### src/rtl/mem_wb_stage_if.sv
// Bundles for the memory/writeback stage: the execute-side handshake and
// the data-memory request bus.

// Execute -> mem/wb handshake. The execute stage is master.
interface ex_mem_if #(
  parameter int word_size     = 32,
  parameter int address_width = 5
);
  logic                     ex_valid;
  logic                     ex_ready;
  logic                     ex_is_load;
  logic                     ex_is_store;
  logic                     ex_reg_write;
  logic [2:0]               ex_funct3;
  logic [word_size-1:0]     ex_addr;
  logic [word_size-1:0]     ex_store_data;
  logic [word_size-1:0]     ex_alu_result;
  logic [address_width-1:0] ex_rd;

  modport master (
    output ex_valid, ex_is_load, ex_is_store, ex_reg_write, ex_funct3,
           ex_addr, ex_store_data, ex_alu_result, ex_rd,
    input  ex_ready
  );

  modport slave (
    input  ex_valid, ex_is_load, ex_is_store, ex_reg_write, ex_funct3,
           ex_addr, ex_store_data, ex_alu_result, ex_rd,
    output ex_ready
  );
endinterface

// Data-memory req/ack bus. The mem/wb stage is master.
interface dmem_if #(
  parameter int word_size = 32
);
  logic                 dm_req;
  logic                 dm_we;
  logic [word_size-1:0] dm_addr;
  logic [word_size-1:0] dm_wdata;
  logic [3:0]           dm_wstrb;
  logic                 dm_ack;
  logic [word_size-1:0] dm_rdata;

  modport master (
    output dm_req, dm_we, dm_addr, dm_wdata, dm_wstrb,
    input  dm_ack, dm_rdata
  );

  modport slave (
    input  dm_req, dm_we, dm_addr, dm_wdata, dm_wstrb,
    output dm_ack, dm_rdata
  );
endinterface

### src/rtl/mem_wb_stage.sv
// Memory-access and writeback stage. Retires one instruction at a time,
// runs loads/stores over the req/ack data-memory bus with byte-lane
// alignment, and drives the register-file write port.
//
// state    | meaning
// ---------+-----------------------------------------------------------
// IDLE     | ready for a new instruction; ALU results retire here
// MEM_WAIT | memory request outstanding, dm_* held, upstream stalled

module mem_wb_stage #(
  parameter int word_size     = 32,
  parameter int address_width = 5
) (
  input  logic                     clk,
  input  logic                     rst_n,
  ex_mem_if.slave                  ex,
  dmem_if.master                   dm,
  output logic                     we3,
  output logic [address_width-1:0] wr_addr3,
  output logic [word_size-1:0]     wr_data3,
  output logic                     mem_fault
);

  typedef enum logic {IDLE, MEM_WAIT} state_t;

  state_t state, state_nxt;

  logic                     accept;
  logic                     is_mem;
  logic                     illegal_f3;
  logic                     misaligned;
  logic                     fault;
  logic [word_size-1:0]     st_wdata;
  logic [3:0]               st_wstrb;
  logic [2:0]               f3_q;
  logic [1:0]               lane_q;
  logic [address_width-1:0] rd_q;
  logic [7:0]               ld_byte;
  logic [15:0]              ld_half;
  logic [word_size-1:0]     ld_value;

  assign accept = ex.ex_valid & ex.ex_ready;
  assign is_mem = ex.ex_is_load | ex.ex_is_store;

  // Decode illegal size codes and misalignment for the presented memory op.
  always_comb begin
    illegal_f3 = (ex.ex_funct3 == 3'b011) || (ex.ex_funct3 == 3'b110) ||
                 (ex.ex_funct3 == 3'b111);
    misaligned = ((ex.ex_funct3[1:0] == 2'b01) && ex.ex_addr[0]) ||
                 ((ex.ex_funct3[1:0] == 2'b10) && (ex.ex_addr[1:0] != 2'b00));
    fault      = is_mem & (illegal_f3 | misaligned);
  end

  // Replicate store data across lanes and pick byte enables from the offset.
  always_comb begin
    st_wdata = ex.ex_store_data;
    st_wstrb = 4'b1111;
    case (ex.ex_funct3[1:0])
      2'b00: begin
        st_wdata = {4{ex.ex_store_data[7:0]}};
        st_wstrb = 4'b0001 << ex.ex_addr[1:0];
      end
      2'b01: begin
        st_wdata = {2{ex.ex_store_data[15:0]}};
        st_wstrb = ex.ex_addr[1] ? 4'b1100 : 4'b0011;
      end
      default: begin
        st_wdata = ex.ex_store_data;
        st_wstrb = 4'b1111;
      end
    endcase
  end

  // Select the addressed lane of the returned word and extend it.
  always_comb begin
    ld_value = dm.dm_rdata;
    case (lane_q)
      2'd0:    ld_byte = dm.dm_rdata[7:0];
      2'd1:    ld_byte = dm.dm_rdata[15:8];
      2'd2:    ld_byte = dm.dm_rdata[23:16];
      default: ld_byte = dm.dm_rdata[31:24];
    endcase
    ld_half = lane_q[1] ? dm.dm_rdata[31:16] : dm.dm_rdata[15:0];
    case (f3_q)
      3'b000:  ld_value = {{(word_size-8){ld_byte[7]}}, ld_byte};
      3'b100:  ld_value = {{(word_size-8){1'b0}}, ld_byte};
      3'b001:  ld_value = {{(word_size-16){ld_half[15]}}, ld_half};
      3'b101:  ld_value = {{(word_size-16){1'b0}}, ld_half};
      default: ld_value = dm.dm_rdata;
    endcase
  end

  // State register.
  always_ff @(posedge clk or negedge rst_n) begin
    if (!rst_n) state <= IDLE;
    else        state <= state_nxt;
  end

  // Next-state and ready; ready depends on state only so it never loops back
  // through ex_valid.
  always_comb begin
    state_nxt   = state;
    ex.ex_ready = 1'b0;
    case (state)
      IDLE: begin
        ex.ex_ready = 1'b1;
        if (ex.ex_valid && is_mem && !fault) state_nxt = MEM_WAIT;
      end
      MEM_WAIT: begin
        if (dm.dm_ack) state_nxt = IDLE;
      end
      default: state_nxt = IDLE;
    endcase
  end

  // Memory bus, captured op context and writeback/fault pulses.
  always_ff @(posedge clk or negedge rst_n) begin
    if (!rst_n) begin
      dm.dm_req   <= 1'b0;
      dm.dm_we    <= 1'b0;
      dm.dm_addr  <= '0;
      dm.dm_wdata <= '0;
      dm.dm_wstrb <= 4'b0000;
      f3_q        <= 3'b000;
      lane_q      <= 2'b00;
      rd_q        <= '0;
      we3         <= 1'b0;
      wr_addr3    <= '0;
      wr_data3    <= '0;
      mem_fault   <= 1'b0;
    end else begin
      we3       <= 1'b0;
      mem_fault <= 1'b0;
      if (state == IDLE && accept) begin
        if (!is_mem) begin
          we3      <= ex.ex_reg_write & (ex.ex_rd != '0);
          wr_addr3 <= ex.ex_rd;
          wr_data3 <= ex.ex_alu_result;
        end else if (fault) begin
          mem_fault <= 1'b1;
        end else begin
          dm.dm_req   <= 1'b1;
          dm.dm_we    <= ex.ex_is_store;
          dm.dm_addr  <= {ex.ex_addr[word_size-1:2], 2'b00};
          dm.dm_wdata <= st_wdata;
          dm.dm_wstrb <= st_wstrb;
          f3_q        <= ex.ex_funct3;
          lane_q      <= ex.ex_addr[1:0];
          rd_q        <= ex.ex_rd;
        end
      end else if (state == MEM_WAIT && dm.dm_ack) begin
        dm.dm_req <= 1'b0;
        if (!dm.dm_we) begin
          we3      <= (rd_q != '0);
          wr_addr3 <= rd_q;
          wr_data3 <= ld_value;
        end
      end
    end
  end

endmodule

### src/flat_wrapper.sv
// flat-port wrapper written by rule: the top's interface ports become plain ports
module mem_wb_stage_flat 
#(
  parameter int word_size     = 32,
  parameter int address_width = 5
)
  (clk, rst_n, we3, wr_addr3, wr_data3, mem_fault, ex_ex_valid, ex_ex_is_load, ex_ex_is_store, ex_ex_reg_write, ex_ex_funct3, ex_ex_addr, ex_ex_store_data, ex_ex_alu_result, ex_ex_rd, ex_ex_ready, dm_dm_req, dm_dm_we, dm_dm_addr, dm_dm_wdata, dm_dm_wstrb, dm_dm_ack, dm_dm_rdata);
  ex_mem_if #(.word_size(word_size), .address_width(address_width)) ex_i ();
  dmem_if #(.word_size(word_size)) dm_i ();
  input  logic clk;
  input  logic rst_n;
  output logic we3;
  output logic [address_width-1:0] wr_addr3;
  output logic [word_size-1:0] wr_data3;
  output logic mem_fault;
  input wire logic [$bits(ex_i.ex_valid)-1:0] ex_ex_valid;
  input wire logic [$bits(ex_i.ex_is_load)-1:0] ex_ex_is_load;
  input wire logic [$bits(ex_i.ex_is_store)-1:0] ex_ex_is_store;
  input wire logic [$bits(ex_i.ex_reg_write)-1:0] ex_ex_reg_write;
  input wire logic [$bits(ex_i.ex_funct3)-1:0] ex_ex_funct3;
  input wire logic [$bits(ex_i.ex_addr)-1:0] ex_ex_addr;
  input wire logic [$bits(ex_i.ex_store_data)-1:0] ex_ex_store_data;
  input wire logic [$bits(ex_i.ex_alu_result)-1:0] ex_ex_alu_result;
  input wire logic [$bits(ex_i.ex_rd)-1:0] ex_ex_rd;
  output wire logic [$bits(ex_i.ex_ready)-1:0] ex_ex_ready;
  output wire logic [$bits(dm_i.dm_req)-1:0] dm_dm_req;
  output wire logic [$bits(dm_i.dm_we)-1:0] dm_dm_we;
  output wire logic [$bits(dm_i.dm_addr)-1:0] dm_dm_addr;
  output wire logic [$bits(dm_i.dm_wdata)-1:0] dm_dm_wdata;
  output wire logic [$bits(dm_i.dm_wstrb)-1:0] dm_dm_wstrb;
  input wire logic [$bits(dm_i.dm_ack)-1:0] dm_dm_ack;
  input wire logic [$bits(dm_i.dm_rdata)-1:0] dm_dm_rdata;
  assign ex_i.ex_valid = ex_ex_valid;
  assign ex_i.ex_is_load = ex_ex_is_load;
  assign ex_i.ex_is_store = ex_ex_is_store;
  assign ex_i.ex_reg_write = ex_ex_reg_write;
  assign ex_i.ex_funct3 = ex_ex_funct3;
  assign ex_i.ex_addr = ex_ex_addr;
  assign ex_i.ex_store_data = ex_ex_store_data;
  assign ex_i.ex_alu_result = ex_ex_alu_result;
  assign ex_i.ex_rd = ex_ex_rd;
  assign ex_ex_ready = ex_i.ex_ready;
  assign dm_dm_req = dm_i.dm_req;
  assign dm_dm_we = dm_i.dm_we;
  assign dm_dm_addr = dm_i.dm_addr;
  assign dm_dm_wdata = dm_i.dm_wdata;
  assign dm_dm_wstrb = dm_i.dm_wstrb;
  assign dm_i.dm_ack = dm_dm_ack;
  assign dm_i.dm_rdata = dm_dm_rdata;
  mem_wb_stage #(.word_size(word_size), .address_width(address_width)) u_core (.clk(clk), .rst_n(rst_n), .ex(ex_i), .dm(dm_i), .we3(we3), .wr_addr3(wr_addr3), .wr_data3(wr_data3), .mem_fault(mem_fault));
endmodule
### config.mk
export PLATFORM = sky130hd
export DESIGN_NAME = mem_wb_stage_flat
export DESIGN_NICKNAME = d
export VERILOG_FILES = /design/src/rtl/mem_wb_stage_if.sv /design/src/rtl/mem_wb_stage.sv /design/src/flat_wrapper.sv
export SDC_FILE = /design/constraint.sdc
export NUM_CORES = 1
export LEC_CHECK = 0
export CAP_MARGIN = 20
export CORE_ASPECT_RATIO = 0.6
export CORE_MARGIN = 2
export CORE_UTILIZATION = 43
export CTS_CLUSTER_SIZE = 40
export DETAILED_ROUTE_END_ITERATION = 7
export GPL_TIMING_DRIVEN = 0
export PLACE_DENSITY = 0.81
export SYNTH_ARGS = -nofsm -noshare
export SYNTH_HDL_FRONTEND = slang
export SYNTH_SLANG_ARGS = --single-unit
### constraint.sdc
create_clock -name clk -period 2.1 [get_ports clk]
set_input_delay 0.21 -clock clk [delete_from_list [all_inputs] [get_ports clk]]
set_output_delay 0.21 -clock clk [all_outputs]
set_load 0.02 [all_outputs]
* Word level (Yosys, flattened, before mapping) *
Cells that the tools add are included.

cells by class
  add/sub/neg operators = 0
  multipliers = 0
  div/mod/pow operators = 0
  order comparisons = 0
  eq/ne operators = 14
  shifts and indexed selects = 1
  mux-type cells = 29
  bitwise logic cells = 7
  reduce and logical (&&, ||, !) cells = 20

operators with widths
  cell                                                                count
  32-bit 2-to-1 mux                                                   4
  32-bit one-hot mux with 4 select lines                              1
  32-bit one-hot mux with 2 select lines                              1
  8-bit one-hot mux with 3 select lines                               1
  5-bit 2-to-1 mux                                                    4
  16-bit 2-to-1 mux                                                   1
  1-bit 2-to-1 mux                                                    14
  3-bit == test (second input constant)                               4
  5-bit nonzero test                                                  2
  3-bit AND reduction                                                 3
  4-bit one-hot mux with 2 select lines                               1
  1-bit logical AND                                                   6
  2-bit != test (second input constant)                               3
  2-bit by 1-bit == test with 1-bit output (second input constant)    2
  2-bit == test (second input constant)                               2
  2-bit logical NOT                                                   2
  4-bit 2-to-1 mux                                                    1
  2-bit nonzero test                                                  2
  1-bit by 2-bit << shifter with 4-bit output (first input constant)  1
  1-bit bitwise AND                                                   3
  3-bit by 1-bit == test with 1-bit output (second input constant)    1
  3-bit by 2-bit == test with 1-bit output (second input constant)    1
  3-bit logical NOT                                                   1
  1-bit logical OR                                                    3
  5 further kinds                                                     7

word-level totals
  register bits after elaboration = 118
  bits in latches = 0
  bits in writable memories = 0
  ROM bits = 0
  input bits = 143
  output and inout bits = 110
  memories = 0

* Longest topological paths before layout *
  word-level depth = 9
  mapped depth = 7
  gate-level depth less buffers = 4

* Worst setup path before layout *
Ideal clock, no wire load.

  path kind = register to register
  start point = reg u_core.dm.dm_we
  end point = reg u_core.wr_data3[19]
  setup time = 94 ps
  arrival = 1417 ps
  data required time = 2006 ps
  path slack = 589 ps
  stages on the path, launching flop included = 6
  path buffers = 1
  path through = dfrtp_1 nand3b_1 a21boi_1 buf_2 nor3_1 a211oi_1

on the way
  longest elaborated chain between the ends = 2

RTL lines
  what                                  RTL line               source
  start, declared                       mem_wb_stage_if.sv:46  output dm_req, dm_we, dm_addr, dm_wdata, dm_wstrb,
  start signal, assigned                mem_wb_stage.sv:143    dm.dm_we <= ex.ex_is_store;
  2-bit != test (no source line)        --
  3-bit AND reduction (no source line)  --
  end signal, assigned                  mem_wb_stage.sv:138    wr_data3 <= ex.ex_alu_result;
  end signal, assigned                  mem_wb_stage.sv:156    wr_data3 <= ld_value;
  end, declared                         mem_wb_stage.sv:20     output logic [word_size-1:0] wr_data3,

Every way passes these cells.
A chain may end at the register's enable or synchronous reset.

* Final worst setup path *
  start point = reg u_core.state
  end point = reg u_core.wr_data3[14]

on the way
  longest elaborated chain between the ends = 5

RTL lines
  what                                                                  RTL line             source
  start, declared                                                       mem_wb_stage.sv:26   state_t state, state_nxt;
  start signal, assigned                                                mem_wb_stage.sv:96   else state <= state_nxt;
  1-bit 2-to-1 mux                                                      mem_wb_stage.sv:104  case (state)
  1-bit bitwise AND                                                     mem_wb_stage.sv:42   assign accept = ex.ex_valid & ex.ex_ready;
  1-bit logical AND                                                     mem_wb_stage.sv:134  if (state == IDLE && accept) begin
  2-bit != test (no source line) or 2-bit nonzero test (tied branches)  --
  3-bit AND reduction (no source line)                                  --

Several ways; a longest one is shown, not always the timed one.

==> results.py <==
metrics = {
    "floorplanning": {
        "initial_utilization_pct": 43.64,
        "coreArea_sq_um": 13500,
        "die_area_sq_um": 14690,
        "die_h_um": 94.67,
        "rows": 33,
        "ios": 253,
        "die_w_um": 155.1,
    },
    "drt": {
        "drt-met1-wl_mm": 9.247,
        "drc": 0,
        "drtPass1Iterations": 4,
        "dr.max_layer_used": "met4",
        "routedWlPerCell_um": 19.48,
        "routed_wirelength_mm": 19.40,
        "postRouteAntennaNets": 0,
        "vias": 5327,
        "drt_iter0_drc": 349,
        "dr_wl_met3_mm": 1.610,
        "routed-wl-met2_mm": 8.385,
        "vias_per_cell": 5.348,
    },
    "critical_path": {
        "reg2reg_depth": 5,
        "endpoint_kind": "register",
        "cp_max_fo": 10,
        "reg2reg_from": "u_core.state$_DFF_PN0_",
        "startpoint_type": "register",
        "timing.rr.end": "u_core.wr_data3[14]$_DFFE_PN0P_",
        "endpoint": "u_core.wr_data3[14]$_DFFE_PN0P_",
        "critPathRequiredTime_ns": 2.40,
        "crit_start": "u_core.state$_DFF_PN0_",
        "path_class": "register to register",
        "cp.arrival_ns": 2.24,
        "rrSetupSlack_ns": 0.16,
    },
    "yosys": {
        "async_reset_ff_share_pct": 100.0,
        "synth.top_cell.area_share_pct": 50.12,
        "syn_area_sq_um": 5892,
        "synth_seq_cells": 118,
        "yosys-top-cells-area": "dfrtp_1, mux2_4, mux2i_1, nand2_1, o21ai_0",
        "synth-simple-area-share_pct": 12.02,
        "synth_compound_area_share_pct": 14.33,
        "synth_xor_area_share_pct": 0,
        "synthAdderAreaFrac_pct": 0,
        "synth.area.mux_share_pct": 19.03,
        "synth_top_family_by_area": "multiplexers",
        "synth.most_common_cell": "dfrtp_1",
        "ys_warn_count": 0,
        "synth_edf_count": 0,
        "yosys-top-cells-count": "dfrtp_1, nand2_1, mux2_4",
        "post-synth-top-area-cell": "dfrtp_1",
        "syn_inst": 538,
        "syn_avg_cell_area_sq_um": 10.95,
        "synth_top_flop_cell": "dfrtp_1",
        "ys_seq_area_share_pct": 50.12,
        "synth.distinct_cells": 45,
    },
    "place": {
        "hpwl_mm": 14.99,
        "pre_cts_ws_ns": -0.2682,
        "placed_area_sq_um": 8636,
        "dpl.cell_count": 964,
        "port_buffers": 249,
        "gp_congestion": 0.9197,
    },
    "sta": {
        "rsz0062_at_grt": "false",
        "period_minus_slack_ns": 1.939,
        "tightest_slew_ns": 0.7927,
        "slew_headroom_pct": 47.15,
        "finalHoldViolations": 0,
        "slew_violations": 0,
        "fin_crit_sh_pct": 92.31,
        "finalSetupViolations": 0,
        "fin_setup_tns_ns": 0,
        "setup_ws_ns": 0.1615,
        "clock_skew_ns": 0.009752,
        "max_freq_ghz": 0.5159,
    },
    "clock_network": {
        "clkTransAtPathRegs_ns": 0.06,
        "cts_buffers": 17,
        "cts_tree": "done",
        "htreeDepth": 4,
        "cts_root_buffer": "clkbuf_16",
        "clockBufferDepth": 2,
        "clock-sinks": 118,
        "clock_latency_ns": 0.41,
    },
    "layout": {
        "fin_nets": 952,
        "utilization_pct": 68.20,
        "area_delta_synth_final_pct": 56.28,
        "drive_above_1_share_pct": 14.13,
        "finalNonFillerCells": 996,
        "antennaDiodeCount": 0,
        "design_area_sq_um": 9208,
    },
    "global_routing": {
        "overflow": 0,
        "grt_max_degree": 69,
        "grt_pass1_wl_mm": 30.41,
        "antenna_found_initial": 0,
        "grtUsageTotal_pct": 27.25,
        "grt_pass1_vias": 5577,
    },
    "hold_path": {
        "min_path_type": "primary input to register",
    },
    "power_and_ir_drop": {
        "peakVddDrop_v": 0.0005319,
        "p_leak_nw": 3.991,
        "power.density_nw_per_um2": 1119,
    },
    "outcome": {
        "outcome": "completed",
    },
    "run": {
        "cap_viol_max_count": 0,
    },
}
==> how the worst min path moves through the flow <==
| stage | start | endpoint | slack, ns | cells past startpoint |
|---|---|---|---|---|
| final | ex_ex_funct3[0] | u_core.dm.dm_wstrb[2]$_DFFE_PN0P_ | 0.27 | 4 |
| after global routing | ex_ex_funct3[0] | u_core.dm.dm_wstrb[0]$_DFFE_PN0P_ | 0.30 | 4 |
| after CTS | ex_ex_funct3[0] | u_core.dm.dm_wstrb[0]$_DFFE_PN0P_ | 0.26 | 4 |
| after detailed placement | rst_n | u_core.dm.dm_addr[22]$_DFFE_PN0P_ | 0.19 | 1 |
| after global placement | u_core.dm.dm_req$_DFFE_PN0P_ | u_core.dm.dm_req$_DFFE_PN0P_ | 0.46 | 2 |
| after floorplan | rst_n | u_core.dm.dm_addr[10]$_DFFE_PN0P_ | -0.09 | 0 |
==> placed cells by master (no fill, tap or decap), drive strengths merged, types with 3 or more instances in the layout <==
| cell | netlist | final |
|---|---|---|
| a211oi | 24 | 24 |
| a21oi | 20 | 20 |
| a22o | 10 | 10 |
| a22oi | 7 | 7 |
| a31oi | 7 | 7 |
| buf | 26 | 28 |
| clkbuf | 15 | 32 |
| clkdlybuf4s50 | 0 | 248 |
| clkinv | 0 | 6 |
| clkinvlp | 0 | 5 |
| dfrtp | 118 | 118 |
| inv | 5 | 7 |
| mux2 | 48 | 48 |
| mux2i | 40 | 40 |
| nand2 | 69 | 69 |
| nand2b | 4 | 4 |
| nor2 | 47 | 47 |
| nor3 | 24 | 24 |
| o211ai | 3 | 3 |
| o21ai | 44 | 44 |
==> power by group <==
group          switching, W  leakage (nW)  internal [W]
logic               0.00208          2.34       0.00212
registers          0.000425          1.40       0.00297
clock network       0.00109         0.258       0.00163
total               0.00359          3.99       0.00671
==> layout make-up <==
class / count / area [sq um]
clock inverter: 14 / 130.1
clock buffer: 17 / 425.4
multi-input combinational: 375 / 2688
tap: 175 / 219.0
buffer: 41 / 242.7
inverter: 5 / 18.77
timing repair buffer: 251 / 2531
sequential: 118 / 2953
fill: 1020 / 4294
==> sequential cells by signal, indices dropped and copies added, names as in the netlist <==
register,cells
u_core.we3,1
u_core.dm.dm_addr,30
u_core.wr_addr3,5
u_core.lane_q,2
u_core.rd_q,5
u_core.f3_q,3
u_core.dm.dm_we,1
u_core.dm.dm_req,1
u_core.wr_data3,32
u_core.dm.dm_wstrb,4
u_core.state,1
u_core.mem_fault,1
u_core.dm.dm_wdata,32
==> routing by layer <==
layer | up-vias | GRT usage, %
li1 | 2452 | -
met5 | - | 0
met4 | 0 | 5.324
met2 | 233 | 40.96
met3 | 15 | 9.683
met1 | 2627 | 38.32
==> timing repair <==
| action | CTS | global route |
|---|---|---|
| endpoints found under the setup margin | 1 | 1 |
| resized for setup | 1 | 1 |
| hold endpoints to repair | 50 | 0 |
| hold buffers | 1 | 0 |
| setup buffers | 0 | 0 |
==> stage by stage <==
step | hold WS (ns) | power [W]
floorplan | -0.08559 | 0.005483
global placement | 0.4599 | 0.007485
detailed placement | 0.1891 | 0.007585
CTS | 0.2619 | 0.01036
global route | 0.2952 | 0.01082
finish | 0.2716 | 0.01031
==> critical path, stage by stage (launching register included) <==
cell      delay (ns)
dfrtp_1         0.41
nand2b_1        0.29
o31ai_4         0.46
buf_2           0.35
nor2_1          0.07
a211oi_1        0.25
==> cell families (layout without fill, tap and decap cells) <==
kind of cell    Yosys count  after routing
other cells               1              2
flops                   118            118
mux                      88             88
compound gates          125            125
simple gates            160            160
buf+inv                  46            328
Note: power is estimated with default switching activity, not from simulation.
==> RTL edit 1: new RTL, same settings <==
`address_width` is set to 5 in 3 places; all go to 3.
--- a/src/rtl/mem_wb_stage_if.sv
+++ b/src/rtl/mem_wb_stage_if.sv
@@ -4,7 +4,7 @@
 // Execute -> mem/wb handshake. The execute stage is master.
 interface ex_mem_if #(
   parameter int word_size     = 32,
-  parameter int address_width = 5
+  parameter int address_width = 3
 );
   logic                     ex_valid;
   logic                     ex_ready;
--- a/src/rtl/mem_wb_stage.sv
+++ b/src/rtl/mem_wb_stage.sv
@@ -9,7 +9,7 @@
 
 module mem_wb_stage #(
   parameter int word_size     = 32,
-  parameter int address_width = 5
+  parameter int address_width = 3
 ) (
   input  logic                     clk,
   input  logic                     rst_n,
--- a/src/flat_wrapper.sv
+++ b/src/flat_wrapper.sv
@@ -2,7 +2,7 @@
 module mem_wb_stage_flat 
 #(
   parameter int word_size     = 32,
-  parameter int address_width = 5
+  parameter int address_width = 3
 )
   (clk, rst_n, we3, wr_addr3, wr_data3, mem_fault, ex_ex_valid, ex_ex_is_load, ex_ex_is_store, ex_ex_reg_write, ex_ex_funct3, ex_ex_addr, ex_ex_store_data, ex_ex_alu_result, ex_ex_rd, ex_ex_ready, dm_dm_req, dm_dm_we, dm_dm_addr, dm_dm_wdata, dm_dm_wstrb, dm_dm_ack, dm_dm_rdata);
   ex_mem_if #(.word_size(word_size), .address_width(address_width)) ex_i ();
Ports: changed (resized ex_ex_rd and wr_addr3); port bits go from 253 to 249. No check against the original RTL was run, so the function may have changed too.
==> RTL edit 1 against the unedited design <==
The flow now finishes with violations (DRC); sequential cell count fell by 4; worst hold slack better by 0.044 ns; clock power increased by 4%; setup slack better by 0.033 ns; power shrank 2.5%; design area decreased by 5.3%; area after synthesis shrank 8.3%; final cell count shrank 3.1%; wire length grew 0.97%; die area decreased by 8.0%.
==> RTL edit 1: results (changes against the unedited design) <==
| Metric | Value |
|---|---|
| Run status | finished, violations left |
| Violated checks | DRC |
| Measured slew at the worst slew-check pin | 0.9222 ns (+0.1295 ns) |
| Final weighted congestion in routability-driven placement | 0.9299 (+1.1%) |
| CP max stage cell | sky130_fd_sc_hd__dfrtp_1 |
| Maximum number of pins on one net before global-route repair | 66 (-4.3%) |
| Maximum clock frequency | 524.8 MHz (+1.7%) |
| Storage cell area | 2853 um2 (-3.4%) |
| Power dissipated in the clock network | 2820 uW (+4%) |
| PortBufs | 245 (-1.6%) |
| Ranking of synthesized cells by area | sky130_fd_sc_hd__dfrtp_1 (53%), sky130_fd_sc_hd__mux2_2 (9.6%), sky130_fd_sc_hd__mux2i_1 (6.7%) |
| Number of combinational gates with multiple inputs | 361 (-3.7%) |
| Non-clk invs | 4 (-1) |
| Cell area after placement | 8092 um2 (-6.3%) |
| Leakage component of the power | 0.003688 uW (-7.6%) |
| Width of the die | 148.7 um (-4.1%) |
| Wire length of the first global-routing pass | 30480 um (+0.23%) |
| Detailed-routing iteration count for the pre-antenna-repair pass | 8 (+4) |
| Vias in the first global route | 5543 (-0.61%) |
| DRC marker count from the first detailed-route iteration | 433 (+24%) |
| Library cells used by synthesis | 35 (-22%) |
| Number of clock buffers in the layout | 20 (+3) |
| Endpoint with the worst hold slack | u_core.mem_fault |
| Hold path depth | 3 (-1) |
| Detailed-route DRC error count | 1 (+1) |
| Crit path arrival time | 2.16 ns (-0.08 ns) |
| Total Power Consumption | 10050 uW (-2.5%) |
| Buffer count excluding the clock tree in the final layout | 289 (-1.0%) |
| Fraction of cell area in non-clock buffers | 30.99% (+0.86 points) |
| Post-Place Setup Slack | -0.1996 ns (+0.06865 ns) |
| Hold slack final | 0.3159 ns (+0.04429 ns) |
| Launching instance or port of the critical path | u_core.lane_q[0] |
| Worst voltage drop across the vdd grid | 0.0007531 V (+42%) |
| Sequential element share of the synthesized area | 52.79% (+2.7 points) |
| Total number of vias | 5296 (-0.58%) |
| Fill cell count | 866 (-15%) |
| Net load switching power | 3554 uW (-1.1%) |
## RTL edit 1: cell types whose count changed in the layout (fill, tap and decap cells not counted), sizes merged, moves of 4 or more
cell | before | now
o21ai | 44 | 38
a221oi | 0 | 29
clkdlybuf4s50 | 248 | 244
and3 | 0 | 5
mux2i | 40 | 36
dfrtp | 118 | 114
a22o | 10 | 5
a211oi | 24 | 0
nand2 | 69 | 56
nor2 | 47 | 83
nor3 | 24 | 3
## RTL edit 1: kinds of logic (layout without fill, tap and decap cells)
kind of cell,count (synthesis),after routing,share of synthesized area [%]
and+or+nand+nor,161,161,12.43
AOI/OAI and AO/OA,116,116,14.68
DFF,114,114,52.79
muxes,82,82,16.25
buffers and inverters,43,325,3.774
other,1,2,0.06939
## RTL edit 1: routing by layer
metal	up-vias	share of wire, %	GRT usage [%]
li1	2391	-	-
met3	38	10	9.697
met4	0	2.2	9.286
met5	-	0	0
met2	264	45	44.91
met1	2603	42	40.70
==> RTL edit 2: new RTL, same settings <==
Made on the original files. Put one more register stage on the output `mem_fault`, cleared by the reset. The value now appears one clock later. The other outputs are not delayed to match.
--- a/src/rtl/mem_wb_stage.sv
+++ b/src/rtl/mem_wb_stage.sv
@@ -22,6 +22,8 @@
 );
 
   typedef enum logic {IDLE, MEM_WAIT} state_t;
+
+  logic mem_fault_s0;
 
   state_t state, state_nxt;
 
@@ -127,17 +129,17 @@
       we3         <= 1'b0;
       wr_addr3    <= '0;
       wr_data3    <= '0;
-      mem_fault   <= 1'b0;
+      mem_fault_s0 <= 1'b0;
     end else begin
       we3       <= 1'b0;
-      mem_fault <= 1'b0;
+      mem_fault_s0 <= 1'b0;
       if (state == IDLE && accept) begin
         if (!is_mem) begin
           we3      <= ex.ex_reg_write & (ex.ex_rd != '0);
           wr_addr3 <= ex.ex_rd;
           wr_data3 <= ex.ex_alu_result;
         end else if (fault) begin
-          mem_fault <= 1'b1;
+          mem_fault_s0 <= 1'b1;
         end else begin
           dm.dm_req   <= 1'b1;
           dm.dm_we    <= ex.ex_is_store;
@@ -159,5 +161,13 @@
     end
   end
 
+  always_ff @(posedge clk or negedge rst_n) begin
+    if (!rst_n) begin
+      mem_fault <= '0;
+    end else begin
+      mem_fault <= mem_fault_s0;
+    end
+  end
+
 endmodule
 
Formal check against the unedited RTL: not equivalent (a bounded check fails within 4 cycles, from zero or initial values and one cycle with rst_n low).
==> RTL edit 2 against the unedited design <==
Clock power is 16% higher; wire length rose by 3.8%; design area is 0.58% lower; final cell count grew 0.70%; setup slack got worse by 0.042 ns; sequential cell count grew 1; area after synthesis shrank 2.4%; power up 2.8%; largest cell class unchanged.
==> RTL edit 2: results (changes against the unedited design) <==
| Metric | Value |
|---|---|
| Cell area after placement | 8488 um2 (-1.7%) |
| Detailed-routing iteration count for the pre-antenna-repair pass | 6 (+2) |
| Fraction of cell area in non-clock buffers | 29.88% (-0.25 points) |
| Power dissipated in the clock network | 3150 uW (+16%) |
| Max-slew headroom at the worst pin | 36.49% (-11 points) |
| Fraction of area in multi-input gates | 27.43% (-1.8 points) |
| Wire length of the first global-routing pass | 31100 um (+2.3%) |
| Leakage component of the power | 0.003860 uW (-3.3%) |
| Nets | 963 (+1.2%) |
| Ranking of synthesized cells by area | sky130_fd_sc_hd__dfrtp_1 (52%), sky130_fd_sc_hd__mux2_2 (8.6%), sky130_fd_sc_hd__mux2i_1 (5.4%) |
| Combined area of the multi-input logic cells | 2511 um2 (-6.6%) |
| Largest stage delay, worst path | 0.54 ns (+0.08 ns) |
| Fill cell count | 966 (-5.3%) |
| Maximum number of pins on one net before global-route repair | 96 (+39%) |
| Mean number of vias per cell | 5.518 (+3.2%) |
| Buffer count excluding the clock tree in the final layout | 293 (+0.34%) |
| Setup skew after layout | 0.009777 ns (+0.00002509 ns) |
| Number of clock buffers in the layout | 18 (+1) |
| Vias in the first global route | 5526 (-0.91%) |
| Worst voltage drop across the vdd grid | 0.0005899 V (+11%) |
| Seq. pwr | 3380 uW (about the same) |
| CP max stage cell | sky130_fd_sc_hd__mux4_2 |
| Maximum net fanout on the critical path | 8 (-2) |
| Sequential element share of the synthesized area | 51.78% (+1.7 points) |
| Routed wire length | 20140 um (+3.8%) |
| Non-clk invs | 21 (+16) |
| Storage cell area | 2978 um2 (+0.85%) |
| Most frequent cells after synthesis | sky130_fd_sc_hd__dfrtp_1 (119), sky130_fd_sc_hd__nand2_1 (67), sky130_fd_sc_hd__o21ai_0 (46), sky130_fd_sc_hd__mux2_2 (44), sky130_fd_sc_hd__a21oi_1 (43) |
| WP data required | 2.37 ns (-0.03 ns) |
| Clock-cell share of area | 6.971% (+0.94 points) |
| Layout cells sized above 1 | 13.81% (-0.32 points) |
| Run status | complete, no violations |
| Net load switching power | 3644 uW (+1.4%) |
| Number of combinational gates with multiple inputs | 368 (-1.9%) |
| Final weighted congestion in routability-driven placement | 0.9518 (+3.5%) |
| Total of warnings raised by yosys | 0 (unchanged) |
| HPWL reported at the end of detailed placement | 15370 um (+2.5%) |
| Average cell area after synthesis | 10.47 um2 (-4.4%) |
| Total Routing Usage GR | 28.19% (+0.94 points) |
| Placed instance count | 970 (+0.62%) |
| Post-detailed-route wirelength per cell | 20.08 um (+3.1%) |
==> RTL edit 2: metal layers <==
layer,track usage [%],part of all wire (%),vias up,routed length [um]
met3,8.109,8.8,34,1774
li1,-,-,2504,-
met5,0,0,-,0
met4,7.562,1.7,0,338
met1,40.07,46,2713,9279
met2,42.41,43,284,8747
==> RTL edit 2: metrics by stage <==
stage / worst slack [ns] / hold slack [ns]
final: 0.1199 / 0.2164
after floorplan: 0.3956 / -0.08559
after global placement: -3.754 / 0.3452
after detailed placement: -0.2074 / 0.08749
after global routing: 0.002223 / 0.2457
after CTS: 0.05056 / 0.2083
==> RTL edit 2: timing repair <==
item | 4_1_cts | 5_1_grt
setup endpoints to repair | 0 | 23
gates resized for setup | 0 | 4
hold endpoints to repair | 24 | 0
hold buffers | 1 | 0
buffers inserted | 0 | 0
==> RTL edit 2: cells by family (layout without fill, tap and decap cells) <==
family	Yosys count	in the layout	synth area share [%]
multiplexers	81	81	15.58
AND/OR/NAND/NOR	122	122	9.508
buffers and inverters	63	346	4.896
flip-flops	119	119	51.78
AO/OA/AOI/OAI	163	163	18.17
other	1	2	0.06521
==> RTL edit 2: final timing paths <==
check,startpoint,end,slack [ns],cells after the start
hold / removal,rst_n,u_core.dm.dm_req,0.22,2
setup reg to reg,u_core.lane_q[1],u_core.wr_data3[8],0.12,4
hold reg to reg,u_core.mem_fault_s0,u_core.mem_fault,0.37,0
setup / recovery,u_core.lane_q[1],u_core.wr_data3[8],0.12,4
max in group asynchronous,rst_n,u_core.wr_data3[21],1.12,3
min in group clk,ex_ex_funct3[0],u_core.mem_fault_s0,0.37,3
